[config.mk]
export PLATFORM = sky130hd
export DESIGN_NAME = fifo_uart_drain
export DESIGN_NICKNAME = d
export VERILOG_FILES = /design/src/rtl/fifo_uart_drain_pkg.sv /design/src/rtl/fifo_uart_drain_uart_tx.sv /design/src/rtl/fifo_uart_drain.sv
export SDC_FILE = /design/constraint.sdc
export NUM_CORES = 1
export LEC_CHECK = 0
export BUFFER_PORTS_ARGS = -buffer_cell sky130_fd_sc_hd__buf_4
export CORE_MARGIN = 2
export CORE_UTILIZATION = 55
export DETAILED_ROUTE_END_ITERATION = 10
export PLACE_DENSITY = 0.87
export SYNTH_ARGS = -nofsm -noshare
export SYNTH_HDL_FRONTEND = slang
export SYNTH_SLANG_ARGS = --single-unit
[constraint.sdc]
create_clock -name clk -period 2.6 [get_ports clk]
set_input_delay 0.13 -clock clk [delete_from_list [all_inputs] [get_ports clk]]
set_output_delay 0.13 -clock clk [all_outputs]
set_load 0.05 [all_outputs]
[src/rtl/fifo_uart_drain_pkg.sv]
// Shared definitions for the FIFO-to-UART drain: FSM state encoding, UART frame
// constants and small helpers used by the top and the byte serialiser.
package fifo_uart_drain_pkg;

    typedef enum logic [3:0] {
        S_IDLE = 4'd0,
        S_REQ  = 4'd1,
        S_WAIT = 4'd2,
        S_SEND = 4'd3,
        S_DONE = 4'd4
    } state_e;

    localparam int FRAME_BITS     = 10;
    localparam int BYTES_PER_WORD = 4;

    function automatic int clks_per_bit(input int clk_freq, input int baud);
        return clk_freq / baud;
    endfunction

    // 8N1 frame, transmitted from bit 0: start(0), data LSB first, stop(1)
    function automatic logic [FRAME_BITS-1:0] uart_frame(input logic [7:0] data);
        return {1'b1, data, 1'b0};
    endfunction

endpackage

[src/rtl/fifo_uart_drain_uart_tx.sv]
// UART 8N1 byte serialiser. ready rises in the last cycle of the stop bit so a
// start in that cycle chains the next frame without an idle gap.
module uart_tx_byte
    import fifo_uart_drain_pkg::*;
#(
    parameter int CLKS_PER_BIT = 4
) (
    input  logic       clk,
    input  logic       rst,
    input  logic       start,
    input  logic [7:0] data,
    output logic       tx,
    output logic       ready
);

    localparam int              CW       = $clog2(CLKS_PER_BIT);
    localparam logic [CW-1:0]   CNT_LAST = CW'(CLKS_PER_BIT - 1);
    localparam logic [3:0]      BIT_LAST = 4'(FRAME_BITS - 1);

    logic [FRAME_BITS-1:0] frame_q, frame_d;
    logic [3:0]            bit_idx_q, bit_idx_d;
    logic [CW-1:0]         clk_cnt_q, clk_cnt_d;
    logic                  active_q, active_d;
    logic                  tx_q, tx_d;
    logic                  ready_q, ready_d;

    // next-state: load a frame on start, otherwise shift one bit per bit period
    always_comb begin
        frame_d   = frame_q;
        bit_idx_d = bit_idx_q;
        clk_cnt_d = clk_cnt_q;
        active_d  = active_q;
        tx_d      = tx_q;
        if (start && ready_q) begin
            frame_d   = uart_frame(data);
            bit_idx_d = 4'd0;
            clk_cnt_d = {CW{1'b0}};
            active_d  = 1'b1;
            tx_d      = 1'b0;
        end else if (active_q) begin
            if (clk_cnt_q == CNT_LAST) begin
                clk_cnt_d = {CW{1'b0}};
                if (bit_idx_q == BIT_LAST) begin
                    active_d = 1'b0;
                    tx_d     = 1'b1;
                end else begin
                    bit_idx_d = bit_idx_q + 4'd1;
                    frame_d   = {1'b1, frame_q[FRAME_BITS-1:1]};
                    tx_d      = frame_q[1];
                end
            end else begin
                clk_cnt_d = clk_cnt_q + CW'(1);
            end
        end else begin
            tx_d = 1'b1;
        end
        ready_d = !active_d || ((bit_idx_d == BIT_LAST) && (clk_cnt_d == CNT_LAST));
    end

    // state registers, line idles high
    always_ff @(posedge clk) begin
        if (rst) begin
            frame_q   <= {FRAME_BITS{1'b1}};
            bit_idx_q <= 4'd0;
            clk_cnt_q <= {CW{1'b0}};
            active_q  <= 1'b0;
            tx_q      <= 1'b1;
            ready_q   <= 1'b1;
        end else begin
            frame_q   <= frame_d;
            bit_idx_q <= bit_idx_d;
            clk_cnt_q <= clk_cnt_d;
            active_q  <= active_d;
            tx_q      <= tx_d;
            ready_q   <= ready_d;
        end
    end

    assign tx    = tx_q;
    assign ready = ready_q;

endmodule

[src/rtl/fifo_uart_drain.sv]
// Drains 32-bit words from fifo_SRAM with a one-cycle read pulse and sends each
// as four back-to-back UART bytes, LSB byte first.
module fifo_uart_drain
    import fifo_uart_drain_pkg::*;
#(
    parameter int CLK_FREQ = 50_000_000,
    parameter int BAUD     = 115200,
    parameter int TIMEOUT  = 1024
) (
    input  logic        clk,
    input  logic        rst,
    input  logic        enable,
    input  logic        empty,
    input  logic        busy,
    output logic        user_re,
    input  logic [31:0] data_in,
    input  logic        data_r_rdy,
    output logic        tx,
    output logic        tx_active,
    output logic [15:0] word_count,
    output logic        err
);

    localparam int             CLKS_PER_BIT = clks_per_bit(CLK_FREQ, BAUD);
    localparam int             TMO_W        = $clog2(TIMEOUT + 1);
    localparam logic [TMO_W-1:0] TMO_LAST   = TMO_W'(TIMEOUT - 2);

    state_e             state_q, state_d;
    logic [31:0]        word_q, word_d;
    logic [2:0]         byte_idx_q, byte_idx_d;
    logic [TMO_W-1:0]   tmo_cnt_q, tmo_cnt_d;
    logic               user_re_q, user_re_d;
    logic               tx_active_q, tx_active_d;
    logic [15:0]        word_count_q, word_count_d;
    logic               err_q, err_d;
    logic               start_s;
    logic [7:0]         byte_s;
    logic               tx_ready_s;

    // FSM next-state; byte 0 is launched straight from S_WAIT so tx falls the next cycle
    always_comb begin
        state_d      = state_q;
        word_d       = word_q;
        byte_idx_d   = byte_idx_q;
        tmo_cnt_d    = tmo_cnt_q;
        user_re_d    = 1'b0;
        tx_active_d  = tx_active_q;
        word_count_d = word_count_q;
        err_d        = err_q;
        start_s      = 1'b0;
        byte_s       = 8'd0;
        case (state_q)
            S_IDLE: begin
                if (enable && !empty && !busy) begin
                    state_d   = S_REQ;
                    user_re_d = 1'b1;
                end else begin
                    state_d = S_IDLE;
                end
            end
            S_REQ: begin
                tmo_cnt_d = {TMO_W{1'b0}};
                state_d   = S_WAIT;
            end
            S_WAIT: begin
                if (data_r_rdy) begin
                    word_d      = data_in;
                    byte_idx_d  = 3'd1;
                    start_s     = 1'b1;
                    byte_s      = data_in[7:0];
                    tx_active_d = 1'b1;
                    state_d     = S_SEND;
                end else if (tmo_cnt_q == TMO_LAST) begin
                    err_d   = 1'b1;
                    state_d = S_IDLE;
                end else begin
                    tmo_cnt_d = tmo_cnt_q + TMO_W'(1);
                end
            end
            S_SEND: begin
                if (tx_ready_s) begin
                    if (byte_idx_q == 3'(BYTES_PER_WORD)) begin
                        tx_active_d = 1'b0;
                        state_d     = S_DONE;
                    end else begin
                        start_s    = 1'b1;
                        byte_s     = 8'(word_q >> {byte_idx_q[1:0], 3'b000});
                        byte_idx_d = byte_idx_q + 3'd1;
                    end
                end else begin
                    state_d = S_SEND;
                end
            end
            S_DONE: begin
                word_count_d = word_count_q + 16'd1;
                state_d      = S_IDLE;
            end
            default: begin
                state_d = S_IDLE;
            end
        endcase
    end

    // FSM and datapath registers
    always_ff @(posedge clk) begin
        if (rst) begin
            state_q      <= S_IDLE;
            word_q       <= 32'd0;
            byte_idx_q   <= 3'd0;
            tmo_cnt_q    <= {TMO_W{1'b0}};
            user_re_q    <= 1'b0;
            tx_active_q  <= 1'b0;
            word_count_q <= 16'd0;
            err_q        <= 1'b0;
        end else begin
            state_q      <= state_d;
            word_q       <= word_d;
            byte_idx_q   <= byte_idx_d;
            tmo_cnt_q    <= tmo_cnt_d;
            user_re_q    <= user_re_d;
            tx_active_q  <= tx_active_d;
            word_count_q <= word_count_d;
            err_q        <= err_d;
        end
    end

    uart_tx_byte #(
        .CLKS_PER_BIT (CLKS_PER_BIT)
    ) u_tx (
        .clk   (clk),
        .rst   (rst),
        .start (start_s),
        .data  (byte_s),
        .tx    (tx),
        .ready (tx_ready_s)
    );

    assign user_re    = user_re_q;
    assign tx_active  = tx_active_q;
    assign word_count = word_count_q;
    assign err        = err_q;

endmodule

==> metrics.txt, run 1 <==
status=complete, no violations; post-CTS resize count=0; commonest cells after routing, fill and taps aside=nand2_1 (99), dfxtp_1 (92), buf_4 (65); Ant. Diodes=0; global-route wire length before repair=18.46 mm; proportion of synthesized area in mux cells=6.360%; Tmin final=2.090 ns; yosys warns=0; main flop type after synthesis=dfxtp_1; initial DRC count=197; Post-Layout Cell Count=674; crit start category=flop; Final ANT Viol Nets=0; Max Cap Viol=0; XOR/XNOR Fraction of Synth Area=6.360%; share of layout cells above drive strength 1=19.23%; Clk pwr share=36.3%; CP required=2.90 ns; initial antenna violation count=0; via count=3882; RSZ-0062 raised after global routing=false; Synthesized Nets=549; # nets final=614; crit path DAT=2.38 ns; Avg Cell Area, Syn=8.778 µm²; Psw=711.4 µW; max-slew violations=0; Total GRT Usage=26.79%; Fmax=478.5 MHz; DIE AREA=8744 µm²; Reg power frac=55.7%; Internal=1.905 mW; worst setup path start=u_tx.clk_cnt_q[0]; Clk pin slew, worst setup/hold paths=0.10 ns; Sw Share=27.19%; Layout area overhead=18.74%; largest family of logic cells by synthesized area=simple AND/OR/NAND/NOR gates; share of the yosys chip area belonging to registers=41.79%; Hold Crit Class=primary input to flop; hold depth=3; Sink Count=92; Gate power share=8.0%; complex-gate fraction of the synthesized area=12.72%; register bit total from synthesis=92; # fillers=555; Slew HR=58.01%; Die Y=93.51 µm; number of synthesized flops with an enable pin=0; commonest non-fill, non-tap cell in the layout=nand2_1; GRT Residual Overflow=0; Async S/R FF share, synth=0%; CTS tree=done; # DRC=0; num ports=58; Reg2Reg Depth=6; Setup CP Type=flop to flop; Inst Count DP=640; CTS Hold Bufs=18; Placer Congestion=0.9180; FF-to-FF End=u_tx.ready; Clock Skews=0.01978 ns; Routed WL=10.85 mm; vias in the first global route=3934; drt via density=5.760; Syn Std Cell Area=4407 µm²; critical path capture point=u_tx.ready; Max FO, Critical Path=14; TNS Setup=0 ns; final number of hold-violating endpoints=0; DIE WIDTH=93.51 µm; Gate Count Post-Synth=502; Worst-Margin Slew=0.6285 ns; wire length per cell=16.09 µm; LEAKAGE=1.895 nW; Post-CTS Setup Inserts=0; CTS Root Buffer Type=clkbuf_8; r2r startpoint=u_tx.clk_cnt_q[0]; final setup violation count=0; Simple-Gate Fraction of Synth Area=25.72%; largest net degree at the start of global routing=44; H-tree level count=3; worst reg-to-reg setup slack=0.51 ns; drt pass-1 iters=5; # rows=32; clk buf depth=2; Worst setup EP type=flop; Num CTS Buffers=9; I/O Buffers=57; Post-DP HPWL=6.434 mm; library cells used by synthesis=56; Synth Area in Adders=2.555%; Peak VDD IR=0.4059 mV; Initial Util=57.03%; clk_lat worst skew=0.39 ns; pwr/cell area=500.0 nW/µm²; fin crit share=80.38%; core box area=7727 µm²
per-layer routing:
metal | up-vias | routed length [µm] | global-route usage (%)
li1 | 1864 | - | -
met1 | 1835 | 4342 | 31.11
met2 | 149 | 5545 | 47.12
met3 | 34 | 618 | 5.721
met4 | 0 | 338 | 12.13
met5 | - | 0 | 0
cell usage after synthesis (3+ instances only):
master | instances | area share [%]
nor3_1 | 14 | 1.6
and3_1 | 4 | 0.57
nand4_1 | 9 | 1.3
inv_1 | 10 | 0.85
buf_6 | 4 | 1.0
o21ai_0 | 7 | 0.79
xnor2_1 | 20 | 4.0
a21oi_1 | 50 | 5.7
nor2_1 | 40 | 3.4
buf_2 | 8 | 0.91
buf_4 | 3 | 0.51
xor2_1 | 12 | 2.4
nand2b_1 | 7 | 0.99
nor2b_1 | 4 | 0.57
nand2_1 | 99 | 8.4
dfxtp_1 | 92 | 42
mux4_2 | 8 | 4.1
ha_1 | 9 | 2.6
nand3_1 | 16 | 1.8
a21o_1 | 10 | 1.7
or3_1 | 5 | 0.71
mux2i_1 | 10 | 2.3
clkbuf_1 | 14 | 1.2
critical path: stages (launching register included):
cell and delay (ns):
dfxtp_1 0.47, ha_1 0.19, and4b_1 0.33, nand4_4 0.29, nor3_1 0.31, o2111ai_1 0.19, o31ai_2 0.23
cell families after synthesis:
logic type	Yosys count
simple gates	225
xor+xnor	32
flops	92
compound gates	87
buf+inv	39
fa+ha+maj	9
mux	18
power groups by stage:
stage	clock (mW)	combinational [mW]	sequential, mW
after global placement	0	0.174	1.49
after global routing	1.01	0.228	1.46
after floorplan	0	0.115	1.48
after detailed placement	0	0.179	1.49
after CTS	0.945	0.202	1.46
final	0.950	0.208	1.46
final cells by class:
cell class	count	area (µm²)	area share, %
multi-input combinational	371	2367	45.24
sequential	92	1842	35.20
timing repair buffer	83	668.1	12.77
tap	102	127.6	2.439
clock buffer	9	123.9	2.367
clock inverter	7	66.31	1.267
inverter	10	37.54	0.7174
worst min path at each step:
stage,from,endpoint,slack (ns)
after floorplan,data_in[10],word_q[10],0.27
after global placement,data_in[13],word_q[13],0.38
after detailed placement,data_in[23],word_q[23],0.39
after CTS,data_in[27],word_q[27],0.005
after global routing,data_in[9],word_q[9],0.009
final,data_in[9],word_q[9],0.01
state kept, by name (all words and copies together) (netlist names), 3 cells and up:
name / cells
tmo_cnt_q: 11
word_q: 32
u_tx.clk_cnt_q: 9
state_q: 3
u_tx.bit_idx_q: 4
word_count: 16
u_tx.frame_q: 8
byte_idx_q: 3
through the flow:
| step | cell area [µm²] | utilization (%) | hold slack, ns | setup WS (ns) | power [mW] |
|---|---|---|---|---|---|
| 6_report | 5233 | 67.71 | 0.01244 | 0.5101 | 2.616 |
| 5_1_grt | 5233 | 67.71 | 0.009260 | 0.3504 | 2.698 |
| 4_1_cts | 5233 | 67.71 | 0.004586 | 0.5289 | 2.602 |
| 3_5_place_dp | 4862 | 62.92 | 0.3880 | 0.5893 | 1.667 |
| 3_3_place_gp | 4862 | 62.92 | 0.3776 | 0.7022 | 1.660 |
| 2_1_floorplan | 4407 | - | 0.2660 | 0.7798 | 1.597 |
Note: power is estimated with default switching activity, not from simulation.
==> run 2, diff against run 1 <==
Settings changed: CORE_UTILIZATION 55 to 52, PLACE_DENSITY 0.87 to 0.86.
Clock period 2.6 ns to 1.76 ns, I/O delays scaled along.
==> run 2 against run 1 <==
Sequential power is 47% higher; combinational power is 71% higher; worst hold slack worse by 0.0064 ns; clock skew is 0.0096 ns lower; die area is 5.5% higher; first-iteration DRC count is 15% lower; largest cell class unchanged.
==> metrics.txt, run 2 (synthesis gave the netlist of run 1 again) <==
num ports=58; slowest CP cell=dfxtp_4; Fmax=576.1 MHz; status=complete, no violations; share of layout cells above drive strength 1=26.94%; Sink Count=92; initial antenna violation count=0; # rows=33; Tmin final=1.736 ns; RSZ-0062 raised after global routing=true; # fillers=579; global-route wire length before repair=17.17 mm; Slew HR=75.63%; fin crit share=98.63%; Gate power share=9.2%; Sw Share=26.21%; Final ANT Viol Nets=0; Routed WL=10.73 mm; Clock Skews=0.01022 ns; Post-DP HPWL=6.817 mm; drt pass-1 iters=4; clk buf depth=2; core box area=8217 µm²; vias in the first global route=3881; # nets final=647; LEAKAGE=2.081 nW; Top reg by flops=word_q; Clk pwr share=34.9%; CP peak stage delay=0.39 ns; via count=3943; Worst-Margin Slew=0.3656 ns; final setup violation count=0; Die Y=96.06 µm; Total GRT Usage=23.84%; Num CTS Buffers=9; initial DRC count=168; Psw=1.007 mW; Peak VDD IR=0.6598 mV; Max Cap Viol=0; commonest cells after routing, fill and taps aside=nand2_1 (99), buf_4 (87), dfxtp_1 (81); GRT Residual Overflow=0; pwr/cell area=683.5 nW/µm²; Total Power=3.842 mW; cell class contributing the biggest share of worst-path delay=compound AO/OA/AOI/OAI gates; Worst Path Buf+Inv=0; Hold Crit Class=primary input to flop; DIE WIDTH=96.06 µm; clk_lat worst skew=0.36 ns; Reg power frac=55.8%; H-tree level count=3; CP required=2.04 ns; CTS tree=done; max reg flops=32; CTS Root Buffer Type=clkbuf_8; DIE AREA=9227 µm²; max-slew violations=0; Clk pin slew, worst setup/hold paths=0.10 ns; commonest non-fill, non-tap cell in the layout=nand2_1; crit path DAT=2.01 ns; Layout area overhead=27.57%; worst-path cell chain=ha_2 -> nand4_1 -> nor3_2 -> xor2_1 -> o2111ai_2 -> o31ai_2; drt via density=5.554; Placer Congestion=0.8765; # DRC=0; largest net degree at the start of global routing=36; Initial Util=53.63%; Worst setup EP type=flop; crit start category=flop; dpl ws=-0.006185 ns; I/O Buffers=57; Max FO, Critical Path=5; final number of hold-violating endpoints=0; Ant. Diodes=0; Worst Setup Slack, final=0.02414 ns; wire length per cell=15.11 µm; Setup CP Type=flop to flop; Internal=2.835 mW
## run 2: changes by cell type in the layout (fill, tap and decap cells not counted), sizes merged
cell / change
buf: +26
dlygate4sd3: +7
clkinv: +1
clkinvlp: -1
## run 2: power groups by stage
stage          Combinational (mW)  Clock, mW  Sequential [mW]
6_report                    0.355       1.34             2.15
5_1_grt                     0.388       1.43             2.15
4_1_cts                     0.337       1.35             2.14
3_5_place_dp                0.293          0             2.19
3_3_place_gp                0.285          0             2.19
2_1_floorplan               0.170          0             2.19
## run 2: final cells by class
cell class	instances	area, µm²	share of cell area, %
repair buffers	116	965.9	17.18
flip-flops and latches	92	1861	33.10
inverters	10	37.54	0.6677
clock buffers	9	123.9	2.203
clock inverters	7	58.81	1.046
multi-input cells	371	2444	43.47
well taps	105	131.4	2.337
## run 2: stage by stage
stage,area [µm²],hold slack [ns],util (%),TNS [ns],instances
after CTS,5485,0.003825,66.76,0,704
after detailed placement,5045,0.3437,61.40,-0.006185,663
final,5622,0.006053,68.42,0,710
after floorplan,4414,0.2240,-,0,502
after global placement,5045,0.3362,61.40,0,663
after global routing,5622,0.01664,68.42,-0.2971,710
## run 2: final timing paths
| path | start | endpoint | slack, ns | cells after the start |
|---|---|---|---|---|
| max | u_tx.clk_cnt_q[0] | u_tx.ready | 0.02 | 6 |
| min | enable | user_re | 0.006 | 3 |
| max reg2reg | u_tx.clk_cnt_q[0] | u_tx.ready | 0.02 | 6 |
| min reg2reg | word_q[21] | word_q[21] | 0.46 | 2 |
## run 2: worst register-to-register path: cells and delay by family, from the launching register on
| kind | cells | cell delay [ns] |
|---|---|---|
| flip-flops | 1 | 0.39 |
| AND/OR/NAND/NOR | 2 | 0.34 |
| XOR/XNOR | 1 | 0.28 |
| AO/OA/AOI/OAI | 2 | 0.41 |
| adder cells (fa/ha/maj) | 1 | 0.23 |
## run 2: what timing repair did
action                                  4_1_cts  5_1_grt
pin swaps                                     0       12
buffers inserted                              0        6
hold endpoints to repair                     25        0
endpoints found under the setup margin        4       24
hold buffers                                 25        0
gates resized for setup                       3       27
## run 2: routing by layer
metal	vias to the layer above	routed length (µm)	GRT usage [%]
li1	1929	-	-
met1	1892	4306	27.49
met2	102	5856	43.75
met3	20	373	4.229
met4	0	190	8.690
met5	-	0	0
